==> config.mk <==
export PLATFORM = sky130hd
export DESIGN_NAME = light_separator_mc_flat
export DESIGN_NICKNAME = d
export VERILOG_FILES = /design/src/rtl/light_separator_mc_if.sv /design/src/rtl/light_separator_mc.sv /design/src/flat_wrapper.sv
export SDC_FILE = /design/constraint.sdc
export NUM_CORES = 1
export LEC_CHECK = 0
export CAP_MARGIN = 20
export CORE_UTILIZATION = 55
export CTS_BUF_LIST = sky130_fd_sc_hd__clkbuf_16
export DETAILED_ROUTE_END_ITERATION = 10
export GPL_ROUTABILITY_DRIVEN = 0
export GPL_TIMING_DRIVEN = 0
export HOLD_SLACK_MARGIN = 0.05
export PLACE_DENSITY = 0.89
export SLEW_MARGIN = 5
export SYNTH_ARGS = -nofsm -noshare
export SYNTH_HDL_FRONTEND = slang
export SYNTH_SLANG_ARGS = --single-unit
==> constraint.sdc <==
create_clock -name clk -period 3.45 [get_ports clk]
set_input_delay 0.69 -clock clk [delete_from_list [all_inputs] [get_ports clk]]
set_output_delay 0.69 -clock clk [all_outputs]
set_load 0.05 [all_outputs]
==> src/rtl/light_separator_mc_if.sv <==
// Bus bundle for light_separator_mc: APB register port plus the pixel stream in/out.
// With LS_FRAME_IRQ_EN defined the bundle also carries the frame-done interrupt.
interface light_separator_mc_if #(
    parameter int unsigned DATA_WIDTH  = 8,
    parameter int unsigned NUM_CH      = 3,
    parameter int unsigned ADDR_WIDTH  = 8,
    parameter int unsigned PDATA_WIDTH = 32
);
    logic [ADDR_WIDTH-1:0]        PADDR;
    logic                         PSEL;
    logic                         PENABLE;
    logic                         PWRITE;
    logic [PDATA_WIDTH-1:0]       PWDATA;
    logic [PDATA_WIDTH-1:0]       PRDATA;

    logic [NUM_CH*DATA_WIDTH-1:0] ImInput;
    logic                         in_valid;
    logic                         in_sof;
    logic                         in_eof;
    logic                         in_ready;

    logic [NUM_CH*DATA_WIDTH-1:0] ImOutput;
    logic [NUM_CH-1:0]            out_mask;
    logic                         out_eof;
    logic                         out_valid;
    logic                         out_ready;

`ifdef LS_FRAME_IRQ_EN
    logic                         irq;

    modport master (
        output PADDR, PSEL, PENABLE, PWRITE, PWDATA,
        output ImInput, in_valid, in_sof, in_eof, out_ready,
        input  PRDATA, in_ready, ImOutput, out_mask, out_eof, out_valid, irq
    );

    modport slave (
        input  PADDR, PSEL, PENABLE, PWRITE, PWDATA,
        input  ImInput, in_valid, in_sof, in_eof, out_ready,
        output PRDATA, in_ready, ImOutput, out_mask, out_eof, out_valid, irq
    );
`else
    modport master (
        output PADDR, PSEL, PENABLE, PWRITE, PWDATA,
        output ImInput, in_valid, in_sof, in_eof, out_ready,
        input  PRDATA, in_ready, ImOutput, out_mask, out_eof, out_valid
    );

    modport slave (
        input  PADDR, PSEL, PENABLE, PWRITE, PWDATA,
        input  ImInput, in_valid, in_sof, in_eof, out_ready,
        output PRDATA, in_ready, ImOutput, out_mask, out_eof, out_valid
    );
`endif
endinterface

==> src/rtl/light_separator_mc.sv <==
// N-channel light/dark separator: per-channel thresholds, lit mask, per-frame lit counters, zero-wait APB slave.
// Optional frame-done interrupt (irq, CTRL[3] IRQ_EN) is built when LS_FRAME_IRQ_EN is defined.
module light_separator_mc #(
    parameter int unsigned DATA_WIDTH  = 8,
    parameter int unsigned NUM_CH      = 3,
    parameter int unsigned ADDR_WIDTH  = 8,
    parameter int unsigned PDATA_WIDTH = 32,
    parameter int unsigned CNT_WIDTH   = 20
) (
    input  logic                clk,
    input  logic                rst,
    light_separator_mc_if.slave bus
);
    localparam int unsigned PIX_WIDTH    = NUM_CH * DATA_WIDTH;
    localparam int unsigned ADDR_CTRL    = 32'h00;
    localparam int unsigned ADDR_STATUS  = 32'h04;
    localparam int unsigned ADDR_FRAMES  = 32'h08;
    localparam int unsigned THRESH_BASE  = 32'h10;
    localparam int unsigned COUNT_BASE   = 32'h40;
    localparam logic [DATA_WIDTH-1:0] THRESH_RST = DATA_WIDTH'(1) << (DATA_WIDTH - 1);
    localparam logic [CNT_WIDTH-1:0]  CNT_MAX    = '1;

    // Control / status registers
    logic                   r_enable;
    logic                   r_mode;
    logic                   r_frame_done;
    logic [PDATA_WIDTH-1:0] r_frame_cnt;
    logic [PDATA_WIDTH-1:0] r_prdata;

    // Pipeline stage 1 (compare results + pixel) and stage 2 (outputs)
    logic                   r_s1_valid;
    logic [PIX_WIDTH-1:0]   r_s1_pix;
    logic [NUM_CH-1:0]      r_s1_lit;
    logic                   r_s1_eof;
    logic                   r_s1_enable;
    logic                   r_s1_mode;
    logic                   r_out_valid;
    logic [PIX_WIDTH-1:0]   r_out_pix;
    logic [NUM_CH-1:0]      r_out_mask;
    logic                   r_out_eof;

    logic                   w_en;
    logic                   w_accept;
    logic                   w_wr;
    logic                   w_rd_setup;
    logic                   w_wr_ctrl;
    logic                   w_clr;
    logic                   w_w1c;
    logic                   w_count_ev;
    logic                   w_frame_end;
    logic [NUM_CH-1:0]      w_lit;
    logic [PIX_WIDTH-1:0]   w_s2_pix;
    logic [NUM_CH-1:0]      w_s2_mask;
    logic [PDATA_WIDTH-1:0] w_rd_ch [NUM_CH];
    logic [PDATA_WIDTH-1:0] w_rdata;
    logic                   w_unused_pwdata;

    assign w_en        = !r_out_valid || bus.out_ready;
    assign w_accept    = bus.in_valid && w_en;
    assign w_wr        = bus.PSEL && bus.PENABLE && bus.PWRITE;
    assign w_rd_setup  = bus.PSEL && !bus.PENABLE && !bus.PWRITE;
    assign w_wr_ctrl   = w_wr && (bus.PADDR == ADDR_WIDTH'(ADDR_CTRL));
    assign w_clr       = w_wr_ctrl && bus.PWDATA[2];
    assign w_w1c       = w_wr && (bus.PADDR == ADDR_WIDTH'(ADDR_STATUS)) && bus.PWDATA[0];
    assign w_count_ev  = w_accept && r_enable;
    assign w_frame_end = w_count_ev && bus.in_eof;
    assign w_unused_pwdata = ^bus.PWDATA;

    // Per-channel threshold, compare, live/frame counters and output select
    for (genvar c = 0; c < NUM_CH; c++) begin : g_ch
        logic [DATA_WIDTH-1:0] r_thresh;
        logic [CNT_WIDTH-1:0]  r_live;
        logic [CNT_WIDTH-1:0]  r_count;
        logic [DATA_WIDTH-1:0] w_pix;
        logic [DATA_WIDTH-1:0] w_s1_pix;
        logic [CNT_WIDTH-1:0]  w_base;
        logic [CNT_WIDTH-1:0]  w_nxt;
        logic                  w_wr_thresh;

        assign w_pix       = bus.ImInput[c*DATA_WIDTH +: DATA_WIDTH];
        assign w_lit[c]    = (w_pix >= r_thresh);
        assign w_base      = bus.in_sof ? '0 : r_live;
        assign w_nxt       = (w_base == CNT_MAX) ? CNT_MAX : w_base + CNT_WIDTH'(w_lit[c]);
        assign w_wr_thresh = w_wr && (bus.PADDR == ADDR_WIDTH'(THRESH_BASE + 4 * c));

        always_ff @(posedge clk) begin
            if (rst) begin
                r_thresh <= THRESH_RST;
            end else if (w_wr_thresh) begin
                r_thresh <= bus.PWDATA[DATA_WIDTH-1:0];
            end
        end

        // CLR beats a same-edge frame end; sof reloads, eof publishes and restarts
        always_ff @(posedge clk) begin
            if (rst || w_clr) begin
                r_live  <= '0;
                r_count <= '0;
            end else if (w_count_ev) begin
                if (bus.in_eof) begin
                    r_count <= w_nxt;
                    r_live  <= '0;
                end else begin
                    r_live  <= w_nxt;
                end
            end
        end

        assign w_s1_pix = r_s1_pix[c*DATA_WIDTH +: DATA_WIDTH];
        assign w_s2_mask[c] = r_s1_enable && r_s1_lit[c];
        assign w_s2_pix[c*DATA_WIDTH +: DATA_WIDTH] =
            (!r_s1_enable || (r_s1_lit[c] ^ r_s1_mode)) ? w_s1_pix : '0;

        assign w_rd_ch[c] =
            (bus.PADDR == ADDR_WIDTH'(THRESH_BASE + 4 * c)) ? PDATA_WIDTH'(r_thresh) :
            (bus.PADDR == ADDR_WIDTH'(COUNT_BASE + 4 * c))  ? PDATA_WIDTH'(r_count)  : '0;
    end

`ifdef LS_FRAME_IRQ_EN
    logic r_irq_en;
    logic r_irq;

    always_ff @(posedge clk) begin
        if (rst) begin
            r_irq_en <= 1'b0;
            r_irq    <= 1'b0;
        end else begin
            if (w_wr_ctrl) begin
                r_irq_en <= bus.PWDATA[3];
            end
            r_irq <= r_frame_done && r_irq_en;
        end
    end

    assign bus.irq = r_irq;
`endif

    // CTRL fields; CLR is a pulse and never stored
    always_ff @(posedge clk) begin
        if (rst) begin
            r_enable <= 1'b0;
            r_mode   <= 1'b0;
        end else if (w_wr_ctrl) begin
            r_enable <= bus.PWDATA[0];
            r_mode   <= bus.PWDATA[1];
        end
    end

    // FRAME_DONE: a set on the same edge as a W1C wins
    always_ff @(posedge clk) begin
        if (rst) begin
            r_frame_done <= 1'b0;
        end else if (w_frame_end) begin
            r_frame_done <= 1'b1;
        end else if (w_w1c) begin
            r_frame_done <= 1'b0;
        end
    end

    always_ff @(posedge clk) begin
        if (rst || w_clr) begin
            r_frame_cnt <= '0;
        end else if (w_frame_end) begin
            r_frame_cnt <= r_frame_cnt + PDATA_WIDTH'(1);
        end
    end

    // Two-stage pixel pipeline, advancing together whenever the output is free
    always_ff @(posedge clk) begin
        if (rst) begin
            r_s1_valid  <= 1'b0;
            r_s1_pix    <= '0;
            r_s1_lit    <= '0;
            r_s1_eof    <= 1'b0;
            r_s1_enable <= 1'b0;
            r_s1_mode   <= 1'b0;
            r_out_valid <= 1'b0;
            r_out_pix   <= '0;
            r_out_mask  <= '0;
            r_out_eof   <= 1'b0;
        end else if (w_en) begin
            r_s1_valid  <= bus.in_valid;
            r_s1_pix    <= bus.ImInput;
            r_s1_lit    <= w_lit;
            r_s1_eof    <= bus.in_eof;
            r_s1_enable <= r_enable;
            r_s1_mode   <= r_mode;
            r_out_valid <= r_s1_valid;
            r_out_pix   <= w_s2_pix;
            r_out_mask  <= w_s2_mask;
            r_out_eof   <= r_s1_eof;
        end
    end

    // APB read decode
    always_comb begin
        w_rdata = '0;
        if (bus.PADDR == ADDR_WIDTH'(ADDR_CTRL)) begin
`ifdef LS_FRAME_IRQ_EN
            w_rdata = PDATA_WIDTH'({r_irq_en, 1'b0, r_mode, r_enable});
`else
            w_rdata = PDATA_WIDTH'({r_mode, r_enable});
`endif
        end else if (bus.PADDR == ADDR_WIDTH'(ADDR_STATUS)) begin
            w_rdata = PDATA_WIDTH'(r_frame_done);
        end else if (bus.PADDR == ADDR_WIDTH'(ADDR_FRAMES)) begin
            w_rdata = r_frame_cnt;
        end else begin
            for (int unsigned c = 0; c < NUM_CH; c++) begin
                w_rdata = w_rdata | w_rd_ch[c];
            end
        end
    end

    // Read data captured in the setup phase, held through the access phase
    always_ff @(posedge clk) begin
        if (rst) begin
            r_prdata <= '0;
        end else if (w_rd_setup) begin
            r_prdata <= w_rdata;
        end
    end

    assign bus.PRDATA    = r_prdata;
    assign bus.in_ready  = w_en;
    assign bus.ImOutput  = r_out_pix;
    assign bus.out_mask  = r_out_mask;
    assign bus.out_eof   = r_out_eof;
    assign bus.out_valid = r_out_valid;
endmodule

==> src/flat_wrapper.sv <==
// flat-port wrapper written by rule: the top's interface ports become plain ports
module light_separator_mc_flat 
#(
    parameter int unsigned DATA_WIDTH  = 8,
    parameter int unsigned NUM_CH      = 3,
    parameter int unsigned ADDR_WIDTH  = 8,
    parameter int unsigned PDATA_WIDTH = 32,
    parameter int unsigned CNT_WIDTH   = 20
)
  (clk, rst, bus_PADDR, bus_PSEL, bus_PENABLE, bus_PWRITE, bus_PWDATA, bus_ImInput, bus_in_valid, bus_in_sof, bus_in_eof, bus_out_ready, bus_PRDATA, bus_in_ready, bus_ImOutput, bus_out_mask, bus_out_eof, bus_out_valid);
  light_separator_mc_if #(.DATA_WIDTH(DATA_WIDTH), .NUM_CH(NUM_CH), .ADDR_WIDTH(ADDR_WIDTH), .PDATA_WIDTH(PDATA_WIDTH)) bus_i ();
  input  logic clk;
  input  logic rst;
  input wire logic [$bits(bus_i.PADDR)-1:0] bus_PADDR;
  input wire logic [$bits(bus_i.PSEL)-1:0] bus_PSEL;
  input wire logic [$bits(bus_i.PENABLE)-1:0] bus_PENABLE;
  input wire logic [$bits(bus_i.PWRITE)-1:0] bus_PWRITE;
  input wire logic [$bits(bus_i.PWDATA)-1:0] bus_PWDATA;
  input wire logic [$bits(bus_i.ImInput)-1:0] bus_ImInput;
  input wire logic [$bits(bus_i.in_valid)-1:0] bus_in_valid;
  input wire logic [$bits(bus_i.in_sof)-1:0] bus_in_sof;
  input wire logic [$bits(bus_i.in_eof)-1:0] bus_in_eof;
  input wire logic [$bits(bus_i.out_ready)-1:0] bus_out_ready;
  output wire logic [$bits(bus_i.PRDATA)-1:0] bus_PRDATA;
  output wire logic [$bits(bus_i.in_ready)-1:0] bus_in_ready;
  output wire logic [$bits(bus_i.ImOutput)-1:0] bus_ImOutput;
  output wire logic [$bits(bus_i.out_mask)-1:0] bus_out_mask;
  output wire logic [$bits(bus_i.out_eof)-1:0] bus_out_eof;
  output wire logic [$bits(bus_i.out_valid)-1:0] bus_out_valid;
  assign bus_i.PADDR = bus_PADDR;
  assign bus_i.PSEL = bus_PSEL;
  assign bus_i.PENABLE = bus_PENABLE;
  assign bus_i.PWRITE = bus_PWRITE;
  assign bus_i.PWDATA = bus_PWDATA;
  assign bus_i.ImInput = bus_ImInput;
  assign bus_i.in_valid = bus_in_valid;
  assign bus_i.in_sof = bus_in_sof;
  assign bus_i.in_eof = bus_in_eof;
  assign bus_i.out_ready = bus_out_ready;
  assign bus_PRDATA = bus_i.PRDATA;
  assign bus_in_ready = bus_i.in_ready;
  assign bus_ImOutput = bus_i.ImOutput;
  assign bus_out_mask = bus_i.out_mask;
  assign bus_out_eof = bus_i.out_eof;
  assign bus_out_valid = bus_i.out_valid;
  light_separator_mc #(.DATA_WIDTH(DATA_WIDTH), .NUM_CH(NUM_CH), .ADDR_WIDTH(ADDR_WIDTH), .PDATA_WIDTH(PDATA_WIDTH), .CNT_WIDTH(CNT_WIDTH)) u_core (.clk(clk), .rst(rst), .bus(bus_i));
endmodule
# Word-level counts from Yosys, hierarchy flattened
# Index checks and enable logic that the tools add are counted.
# Widths: inputs -> output; s select.
[totals] in_bits=73 reg_bits=271 output_inout_bits=62
[op_classes] n_reduce_logical=29 n_bitwise=5 eq_ne=11 add_sub_neg=4 muxes=23 order_cmp=3
[ops] cell="$mux 20" count=12
[ops] cell="$mux 32" count=6
[ops] cell="$or 32x32->32" count=2
[ops] cell="$add 20x1->20" count=3
[ops] cell="$eq 20x20->1 const B" count=3
[ops] cell="$add 32x1->32 const B" count=1
[ops] cell="$eq 8x5->1 const B" count=3
[ops] cell="$eq 8x7->1 const B" count=3
[ops] cell="$ge 8x8->1" count=3
[ops] cell="$mux 8" count=3
[ops] cell="$logic_and 1x1->1" count=17
[ops] cell="$eq 8x3->1 const B" count=1
[ops] cell="$eq 8x4->1 const B" count=1
[ops] cell="$logic_not 8->1" count=1
[ops] cell="$logic_or 1x1->1" count=5
[ops] cell="$logic_not 1->1" count=4
[ops] cell="$xor 1x1->1" count=3
[ops] cell="$mux 1" count=2
[ops] cell="$reduce_and 2->1" count=1
[ops] cell="$reduce_bool 2->1" count=1

# Depth between registers and ports, before layout
# Gate-level depths: netlist of run 1.
[logic_depth] ltp_word=8 ltp_mapped=14

# Worst setup path before layout of run 1
# OpenSTA, ideal clock, no wires.
[synth_timing] kind="input to register" startpoint="input port bus_ImInput[0]" endpoint="register u_core.g_ch[0].r_count[17]" path_buffers=1 cell_stages=14 slack_ns=0.372 required_ns=3.384 arrival_time_ns=3.011 cell_sequence="inv_1 -> ha_1 -> nand2b_1 -> a21o_1 -> a21oi_1 -> o21a_1 -> nor2_1 -> ha_1 -> nand3_1 -> or3_1 -> buf_2 -> or4_1 -> and3_4 -> a21oi_2"
[synth_via] elab_chain_cells=3
[synth_lines] item="start: declaration" line_no="flat_wrapper.sv:19" source="input wire logic [$bits(bus_i.ImInput)-1:0] bus_ImInput;"
[synth_lines] item="$ge 8x8->1" line_no="light_separator_mc.sv:81" source="assign w_lit[c] = (w_pix >= r_thresh);"
[synth_lines] item="net u_core.w_lit[0]" line_no="light_separator_mc.sv:51" source="logic [NUM_CH-1:0] w_lit;"
[synth_lines] item="$add 20x1->20" line_no="light_separator_mc.sv:83" source="assign w_nxt = (w_base == CNT_MAX) ? CNT_MAX : w_base + CNT_WIDTH'(w_lit[c]);"
[synth_lines] item="$mux 20" line_no="light_separator_mc.sv:83"
[synth_lines] item="end signal: assignment" line_no="light_separator_mc.sv:101" source="r_count <= w_nxt;"
[synth_lines] item="end: declaration" line_no="light_separator_mc.sv:73" source="logic [CNT_WIDTH-1:0] r_count;"
# The timed path passes the listed nets, and every way through them passes these cells.
# A chain may end at the register's enable or synchronous reset.

# Worst setup path in the final report of run 1
[layout_timing] startpoint="input port bus_ImInput[22]" endpoint="register u_core.g_ch[2].r_count[14]"
[layout_via] elab_chain_cells=3
[layout_lines] item="$ge 8x8->1" line_no="light_separator_mc.sv:81"
[layout_lines] item="net u_core.w_lit[2]" line_no="light_separator_mc.sv:51"
[layout_lines] item="$add 20x1->20" line_no="light_separator_mc.sv:83"
[layout_lines] item="$mux 20" line_no="light_separator_mc.sv:83"
[layout_lines] item="end signal: assignment" line_no="light_separator_mc.sv:101"
[layout_lines] item="end: declaration" line_no="light_separator_mc.sv:73"
# The timed path passes the listed nets, and every way through them passes these cells.

==> metrics.txt, run 1 <==
clock slew at reported path FFs 0.07 ns; First-pass DRT Iterations 8; Slew @ Worst Pin 1.106 ns; Die Height 156.0 µm; Routed WL per cell 21.64 µm; HP Class reg2reg; CTS tree yes; number of flops mapped to enable cells by yosys 0; final worst-path setup slack 0.01913 ns; initial cell density of the core 55.77%; kind of start point of the critical path input pin; Worst EP arrival 3.87 ns; proportion of layout cells with a drive suffix above 1 8.742%; Netlist Area Pre-Place 13050 µm²; final std cells w/o fill 2092; All-Layer GR Usage 35.37%; Worst Path Required 3.89 ns; pre-CTS setup slack -1.154 ns; Root Buffer clkbuf_16; Placement Rows 56; drt drc 0; Critical Path Sink Type flip-flop; largest net degree at the start of global routing 15; via count 13690; CTS Buf Count 28; vias in the first global route 12960; Post-Route WL 45280 µm; DR vias/cell 6.542; core footprint 23400 µm²; multi-input logic area 7328 µm²; Max-Cap Viols 0; Setup-failing EPs final 0; path type of the worst setup path in2reg; first-pass GRT wire length 67950 µm; FF/Latch Area 5425 µm²; Tmin final 3.431 ns; total power 6.849 mW; post-synth cell types 74; Fmax achieved 0.2915 GHz; Final Hold Viols 0; Slew Viols, Final 0; fin nets 1856; unrepaired setup endpoints after global routing true; GR Overflow Total 0; Post-DRT Antenna Nets 0; # fillers 1726; Rel. slew slack 26.02%; placed cell count 2024; hold_ws 0.4427 ns; clock latency on the worst-skew pair 0.57 ns; Post-Syn Area per Cell 8.152 µm²; Final Skew 0.03700 ns; die footprint 24350 µm²; Top Ports 135; Sink Count 271; die extent in x 156.0 µm; Post-DP HPWL 31450 µm; FFs w/ async S/R, synth 0%; final antenna diode count 0; run status finished clean; sequential area share after synthesis 41.57%; Post-Syn Nets 1705; H-tree depth 1; synthesis warning total 0; Main synth FF type dfxtp_1; final setup TNS 0 ns; initial antenna violation count 3; Max clock buf depth 3; Lkg Pwr 5.714 nW; First DRT Iteration DRCs 1813; Crit Path Max Fanout 5; pwr dens 431.8 nW/µm²; Area growth, synth to finish 21.54%; Final period util 99.45%; Synth Instances 1601; IO buf count 104; Max VDD drop 0.3737 mV; synthesized flop and latch total 271
flip-flops by register name (all words and copies together) (netlist names), 24 cells and up:
name,flops
u_core.g_ch.r_live,60
u_core.r_frame_cnt,32
u_core.r_s1_pix,24
u_core.g_ch.r_count,60
u_core.bus.PRDATA,32
u_core.bus.ImOutput,24
u_core.g_ch.r_thresh,24
per-layer routing:
metal  GRT usage [%]  vias up  wire length, µm
met5               0        -               13
met2           58.23     1043            20490
met4           22.69        2             3016
li1                -     6054                -
met3           9.611      276             5915
met1           40.51     6310            15840
worst paths after layout:
check	startpoint	to	slack [ns]	depth (start not counted)
worst min-delay path	u_core.bus.PRDATA[3]	u_core.bus.PRDATA[3]	0.44	2
worst max register to register	u_core.g_ch[2].r_thresh[5]	u_core.g_ch[2].r_count[14]	0.16	16
worst min register to register	u_core.bus.PRDATA[3]	u_core.bus.PRDATA[3]	0.44	2
worst max-delay path	bus_ImInput[22]	u_core.g_ch[2].r_count[14]	0.02	16
stage by stage:
step	util, %	cell area [µm²]
after floorplan	-	13050
after global placement	61.92	14490
after detailed placement	61.92	14490
after CTS	66.91	15660
after global routing	67.78	15860
final	67.78	15860
critical path: stages:
cell             delay [ns]
clkdlybuf4s50_1        0.45
ha_1                   0.26
a2111o_1               0.39
a31oi_1                0.16
o21a_1                 0.22
nor2_4                 0.07
ha_4                   0.18
ha_4                   0.16
nand3b_1               0.25
buf_6                  0.16
nor4_4                 0.05
buf_4                  0.16
buf_4                  0.13
a311oi_2               0.28
buf_4                  0.18
a21oi_1                0.06
report_power, final:
part / switching (mW) / total (mW) / leakage, nW / internal (mW)
Sequential: 0.0235 / 3.19 / 2.19 / 3.16
Clock: 1.35 / 3.21 / 0.467 / 1.86
Combinational: 0.302 / 0.455 / 3.05 / 0.152
cells by family (layout without fill, tap and decap cells):
kind of cell | count (synthesis) | after routing | share of synthesized area (%)
xor+xnor | 52 | 52 | 3.490
flops | 271 | 271 | 41.57
buf+inv | 140 | 312 | 4.352
fa+ha+maj | 31 | 31 | 2.972
mux | 39 | 39 | 3.029
simple gates | 655 | 655 | 24.87
compound gates | 413 | 413 | 19.72
synthesized netlist by cell type, drive strengths merged, types with 33 or more instances:
cell | n | share of area, %
a21oi | 128 | 5.0
a22oi | 41 | 2.4
buf | 36 | 1.4
clkbuf | 69 | 2.0
dfxtp | 271 | 42
inv | 35 | 1.0
mux2i | 35 | 2.7
nand2 | 224 | 6.4
nand3 | 59 | 2.3
nor2 | 154 | 4.5
nor3 | 60 | 2.3
o21ai | 122 | 4.7
xor2 | 33 | 2.2
placed cells by master, fill, tap and decap left out, types with 9 or more instances in the layout:
cell,synthesis,final
a21oi_1,126,123
a222oi_1,13,13
a22o_1,20,20
a22oi_1,41,41
a31oi_1,22,21
and2_1,9,9
and3_1,16,16
and4_1,9,9
buf_2,28,29
buf_4,0,14
clkbuf_1,69,66
clkbuf_16,0,28
clkdlybuf4s50_1,0,101
dfxtp_1,271,271
ha_1,31,24
inv_1,34,37
mux2i_1,35,34
nand2_1,224,224
nand2b_1,9,9
nand3_1,59,58
nand4_1,24,24
nor2_1,151,146
nor2b_1,23,22
nor3_1,60,55
o21a_1,9,9
o21ai_0,74,74
o21ai_1,47,47
xnor2_1,19,19
xor2_1,33,33
what timing repair did:
| item | CTS | global route |
|---|---|---|
| setup buffers | 8 | 7 |
| pin swaps | 7 | 10 |
| setup endpoints to repair | 40 | 40 |
| hold buffers | 0 | 0 |
| resized for setup | 29 | 29 |
layout make-up:
type / instances / share of cell area [%]
multi-input cells: 1190 / 46.20
flip-flops and latches: 271 / 34.20
repair buffers: 121 / 7.383
clock buffers: 28 / 4.417
plain buffers: 105 / 2.792
well taps: 319 / 2.516
clock inverters: 23 / 1.664
inverters: 35 / 0.8282
Power figures use the tool's default switching activity.
==> run 2, diff against run 1 <==
--- a/config.mk
+++ b/config.mk
@@ -6,14 +6,13 @@
 export NUM_CORES = 1
 export LEC_CHECK = 0
 export CAP_MARGIN = 20
-export CORE_UTILIZATION = 55
-export CTS_BUF_LIST = sky130_fd_sc_hd__clkbuf_16
+export CORE_UTILIZATION = 27
+export CTS_BUF_LIST = sky130_fd_sc_hd__clkbuf_8
 export DETAILED_ROUTE_END_ITERATION = 10
 export GPL_ROUTABILITY_DRIVEN = 0
 export GPL_TIMING_DRIVEN = 0
 export HOLD_SLACK_MARGIN = 0.05
-export PLACE_DENSITY = 0.89
-export SLEW_MARGIN = 5
+export PLACE_DENSITY = 0.55
 export SYNTH_ARGS = -nofsm -noshare
 export SYNTH_HDL_FRONTEND = slang
 export SYNTH_SLANG_ARGS = --single-unit
==> run 2 against run 1 <==
Sequential share of layout area decreased by 0.70 points. Non-clock buffer count down 4. Register-to-register slack gained 0.18 ns. Total power fell by 0.58%. Utilization fell by 34 points. First-iteration DRC count fell by 47%. Worst setup slack better by 0.019 ns. Clock skew decreased by 0.013 ns. Clock-buffer cell count increased by 35. Global-route usage down 17 points. Hold slack improved by 0.0070 ns. Largest power group is now registers. Highest routed layer is now met4.
==> metrics.txt, run 2 (synthesis results as in run 1) <==
Placement Rows 80; proportion of layout cells with a drive suffix above 1 9.928%; kind of start point of the critical path input pin; Core Util, Final 33.91%; H-tree depth 2; Critical Path Sink Type flip-flop; Max VDD drop 0.1914 mV; core footprint 47750 µm²; fin nets 1872; Max clock buf depth 3; Post-Route WL 46260 µm; Slowest cell on crit path clkdlybuf4s50_1; Setup-failing EPs final 0; Lkg Pwr 5.808 nW; Routed WL per cell 19.13 µm; run status finished clean; HP Class reg2reg; Worst Path Required 3.91 ns; Root Buffer clkbuf_8; Final Skew 0.02378 ns; die footprint 49220 µm²; final setup TNS 0 ns; initial antenna violation count 0; most frequent CP cell a21oi_1; crit-path max cell delay 0.53 ns; Final Hold Viols 0; Tmin final 3.412 ns; largest net degree at the start of global routing 13; commonest non-fill, non-tap cell in the layout dfxtp_1; Fmax achieved 0.2931 GHz; Final period util 98.89%; Top Ports 135; Worst EP arrival 3.87 ns; path type of the worst setup path in2reg; Die Height 221.9 µm; IO buf count 104; via count 12610; Post-DP HPWL 34870 µm; pwr dens 420.6 nW/µm²; final antenna diode count 0; first-pass GRT wire length 70550 µm; vias in the first global route 12020; CTS Buf Count 48; DR vias/cell 5.214; biggest regs u_core.g_ch.r_count: 60 flops, u_core.g_ch.r_live: 60 flops; Placed Area 14880 µm²; Max-Cap Viols 0; Post-DRT Antenna Nets 0; Slew Viols, Final 0; most frequent cells in the layout 271 x dfxtp_1, 223 x nand2_1, 146 x nor2_1, 124 x a21oi_1, 103 x clkdlybuf4s50_1; clock latency on the worst-skew pair 0.60 ns; drt drc 0; Slew @ Worst Pin 1.046 ns; All-Layer GR Usage 18.34%; placed cell count 2322; First-pass DRT Iterations 6; Sink Count 271; CTS tree yes; Rel. slew slack 29.70%; clock slew at reported path FFs 0.06 ns; Area growth, synth to finish 24.06%; Final Cell Area 16190 µm²; Crit Path Max Fanout 6; initial cell density of the core 27.33%; Hold-fix buffers, CTS 0; First DRT Iteration DRCs 953; worst-path cell chain clkdlybuf4s50_1, inv_1, ha_1, nand2b_1, a21o_1, a21oi_1, o21a_1, nor2_2, ha_2, nand3_1, nor4_4, nand4_1, a311oi_2, a21oi_1; # fillers 4992; final std cells w/o fill 2418; die extent in x 221.9 µm; GR Overflow Total 0
run 2: changes by cell type in the layout (fill, tap and decap cells not counted), moves of 4 or more:
cell / before / now
clkbuf_16: 28 / 0
clkinv_2: 5 / 9
ha_2: 1 / 5
clkbuf_8: 0 / 63
inv_1: 37 / 42
buf_4: 14 / 10
ha_4: 6 / 1
clkinvlp_4: 6 / 2
run 2: report_power, final:
part	internal (mW)	switching (mW)	leakage [nW]
registers	3.17	0.0198	2.19
logic	0.147	0.288	3.05
clock network	1.78	1.40	0.564
run 2: layout make-up:
cell class                 count  area, µm²  share of cell area (%)
inverter                      35      131.4                  0.8114
timing repair buffer         117       1137                   7.024
sequential                   271       5425                   33.51
multi-input combinational   1190       7263                   44.86
clock inverter                22      158.9                  0.9814
buffer                       105      439.2                   2.712
tap                          615      769.5                   4.752
clock buffer                  63      867.1                   5.355
run 2: path summary, 6_finish.rpt:
| path | from | endpoint | slack, ns | cells after the start |
|---|---|---|---|---|
| max | bus_ImInput[16] | u_core.g_ch[2].r_count[15] | 0.04 | 14 |
| min | u_core.r_s1_pix[0] | u_core.r_s1_pix[0] | 0.45 | 2 |
| max reg2reg | u_core.bus.out_valid | u_core.g_ch[0].r_live[13] | 0.34 | 9 |
| min reg2reg | u_core.r_s1_pix[0] | u_core.r_s1_pix[0] | 0.45 | 2 |
run 2: critical path: cells and delay by family:
family / cells / cell delay (ns)
compound gates: 5 / 1.00
fa+ha+maj: 2 / 0.47
buf+inv: 2 / 0.60
simple gates: 5 / 1.09
run 2: per-layer routing:
layer	global-route usage [%]	vias to the layer above	routed length (µm)
met2	29.48	412	20910
met3	3.127	93	2809
met5	0	-	0
met1	24.19	5998	20700
met4	7.751	0	1838
li1	-	6105	-
run 2: what timing repair did:
action,in CTS,in global routing
setup endpoints to repair,26,37
buffers inserted,4,7
resized for setup,21,25
pin swaps,4,12
gates cloned,0,0
run 2: through the flow:
step	setup slack [ns]	hold WS [ns]	total power [mW]
6_report	0.03843	0.4497	6.810
5_1_grt	-0.04422	0.4693	7.042
4_1_cts	-0.03941	0.4503	6.875
3_5_place_dp	-1.031	0.4412	3.687
3_3_place_gp	-1.050	0.4388	3.682
2_1_floorplan	0.3723	0.4315	3.491
==> run 3, diff against run 2 <==
==> constraint.sdc (replaced) <==
create_clock -name clk -period 3.8 [get_ports clk]
set_input_delay 0.76 -clock clk [delete_from_list [all_inputs] [get_ports clk]]
set_output_delay 0.76 -clock clk [all_outputs]
set_load 0.05 [all_outputs]
==> run 3 against run 2 <==
Total power down 9.2%. Design area decreased by 1.1%. Sequential share of layout area rose by 0.36 points. Final cell count fell by 0.29%. Largest power group is now clock. Sequential power fell by 9.4%. Critical endpoint unchanged.
==> metrics.txt, run 3 (synthesis results as in run 1) <==
clock slew at reported path FFs 0.06 ns; die extent in x 221.9 µm; Rel. slew slack 30.49%; pre-CTS setup slack -0.7515 ns; final antenna diode count 0; CTS tree yes; Hold-fix buffers, CTS 0; Max clock buf depth 3; most frequent cells in the layout 271 x dfxtp_1, 224 x nand2_1, 150 x nor2_1, 126 x a21oi_1, 103 x clkdlybuf4s50_1; Critical Path Sink Type flip-flop; Final period util 96.22%; Worst Setup EP u_core.g_ch[2].r_count[15]; core footprint 47750 µm²; initial antenna violation count 0; Routed WL per cell 19.04 µm; fin nets 1865; Final Skew 0.02391 ns; Final Hold Viols 0; R2R Setup Slk 0.52 ns; Tmin final 3.657 ns; R2R Path Start u_core.g_ch[0].r_thresh[0]; clock latency on the worst-skew pair 0.60 ns; Lkg Pwr 5.704 nW; WP buf/inv 2; final setup TNS 0 ns; Worst Path Required 4.25 ns; via count 12610; path type of the worst setup path in2reg; pwr dens 385.9 nW/µm²; vias in the first global route 11960; largest net degree at the start of global routing 13; worst r2r dst u_core.g_ch[0].r_count[17]; CTS Buf Count 48; HP Class reg2reg; first-pass GRT wire length 70070 µm; Fmax achieved 0.2735 GHz; First DRT Iteration DRCs 947; R2R cell count 13; IO buf count 104; Slowest cell on crit path nor4_2; Post-Route WL 45920 µm; initial cell density of the core 27.33%; drt drc 0; GR Overflow Total 0; Post-DP HPWL 34870 µm; Max-Cap Viols 0; Final Cell Area 16020 µm²; Worst EP arrival 4.11 ns; kind of start point of the critical path input pin; All-Layer GR Usage 18.22%; H-tree depth 2; Placed Area 14880 µm²; Sink Count 271; Die Height 221.9 µm; worst-path cell chain clkdlybuf4s50_1, inv_1, ha_1, nand2b_1, a21o_1, a21oi_1, o21a_1, nor2_1, ha_1, nand3_1, nor4_2, nand4_1, a311oi_2, a21oi_1; Post-DRT Antenna Nets 0; Top Ports 135; Root Buffer clkbuf_8; commonest non-fill, non-tap cell in the layout dfxtp_1; First-pass DRT Iterations 5; total power 6.182 mW; proportion of layout cells with a drive suffix above 1 8.352%; die footprint 49220 µm²; CP top delay family simple AND/OR/NAND/NOR gates; unrepaired setup endpoints after global routing false; Setup-failing EPs final 0; Max VDD drop 0.1734 mV; crit-path max cell delay 0.61 ns; DR vias/cell 5.230; biggest regs u_core.g_ch.r_count: 60 flops, u_core.g_ch.r_live: 60 flops; placed cell count 2322; Placement Rows 80; Worst Setup SP bus_ImInput[16]; final worst-path setup slack 0.1435 ns; final std cells w/o fill 2411; Core Util, Final 33.55%; Critical Path Stages 14; run status finished clean; Crit Path Max Fanout 6; Slew Viols, Final 0; Slew @ Worst Pin 1.035 ns; Area growth, synth to finish 22.75%; hold_ws 0.4497 ns
-- run 3: changes by cell type in the layout (fill, tap and decap cells not counted), moves of 2 or more --
cell,delta
a21oi_2,-2
clkbuf_2,-3
nor2_2,-4
nor4_4,-3
nor3_1,+3
nor3_4,-2
nor2_1,+4
a21oi_1,+2
ha_2,-5
clkbuf_1,+2
ha_1,+6
nor4_2,+3
buf_4,-6
-- run 3: per-layer routing --
layer / track usage (%) / wire, µm / share of wire, % / vias to the layer above
met5: 0 / 0 / 0 / -
met4: 7.751 / 1845 / 4.0 / 0
met3: 3.127 / 3037 / 6.6 / 96
met2: 29.24 / 20590 / 45 / 444
met1: 24.02 / 20440 / 45 / 5981
li1: - / - / - / 6088
-- run 3: area by class of cell --
type                       instances  area, µm²
fill                            5011      31730
multi-input combinational       1190       7147
sequential                       271       5425
timing repair buffer             110       1085
clock buffer                      63      867.1
tap                              615      769.5
buffer                           105      436.7
clock inverter                    22      158.9
inverter                          35      131.4
-- run 3: where the power goes --
part	internal, mW	leakage, nW	total [mW]	switching, mW
registers	2.88	2.19	2.89	0.0179
logic	0.133	2.95	0.393	0.260
clock network	1.62	0.564	2.90	1.28
-- run 3: worst min-delay path by stage --
stage	from	end	slack (ns)	cells past startpoint
finish	u_core.r_s1_pix[0]	u_core.r_s1_pix[0]	0.45	2
global route	u_core.r_s1_pix[6]	u_core.r_s1_pix[6]	0.47	2
CTS	u_core.r_s1_pix[7]	u_core.r_s1_pix[7]	0.45	2
detailed placement	u_core.bus.PRDATA[2]	u_core.bus.PRDATA[2]	0.44	2
global placement	u_core.bus.PRDATA[4]	u_core.bus.PRDATA[4]	0.44	2
floorplan	u_core.r_s1_pix[0]	u_core.r_s1_pix[0]	0.43	2
-- run 3: timing repair --
action                                  in CTS  in global routing
buffers inserted                             0                  4
endpoints found under the hold margin        0                  0
endpoints found under the setup margin       7                 21
resized for setup                            4                 11
pin swaps                                    0                  1
-- run 3: worst reg2reg max path, cell delays in order, from the launching register on --
cell	delay (ns)
dfxtp_1	0.34
ha_1	0.27
nand2b_1	0.09
a21o_1	0.10
a21oi_1	0.07
o21a_1	0.22
nor2_1	0.24
ha_1	0.28
nand3_1	0.27
or3_1	0.38
buf_2	0.17
or4_1	0.47
and3_4	0.20
a21oi_2	0.12
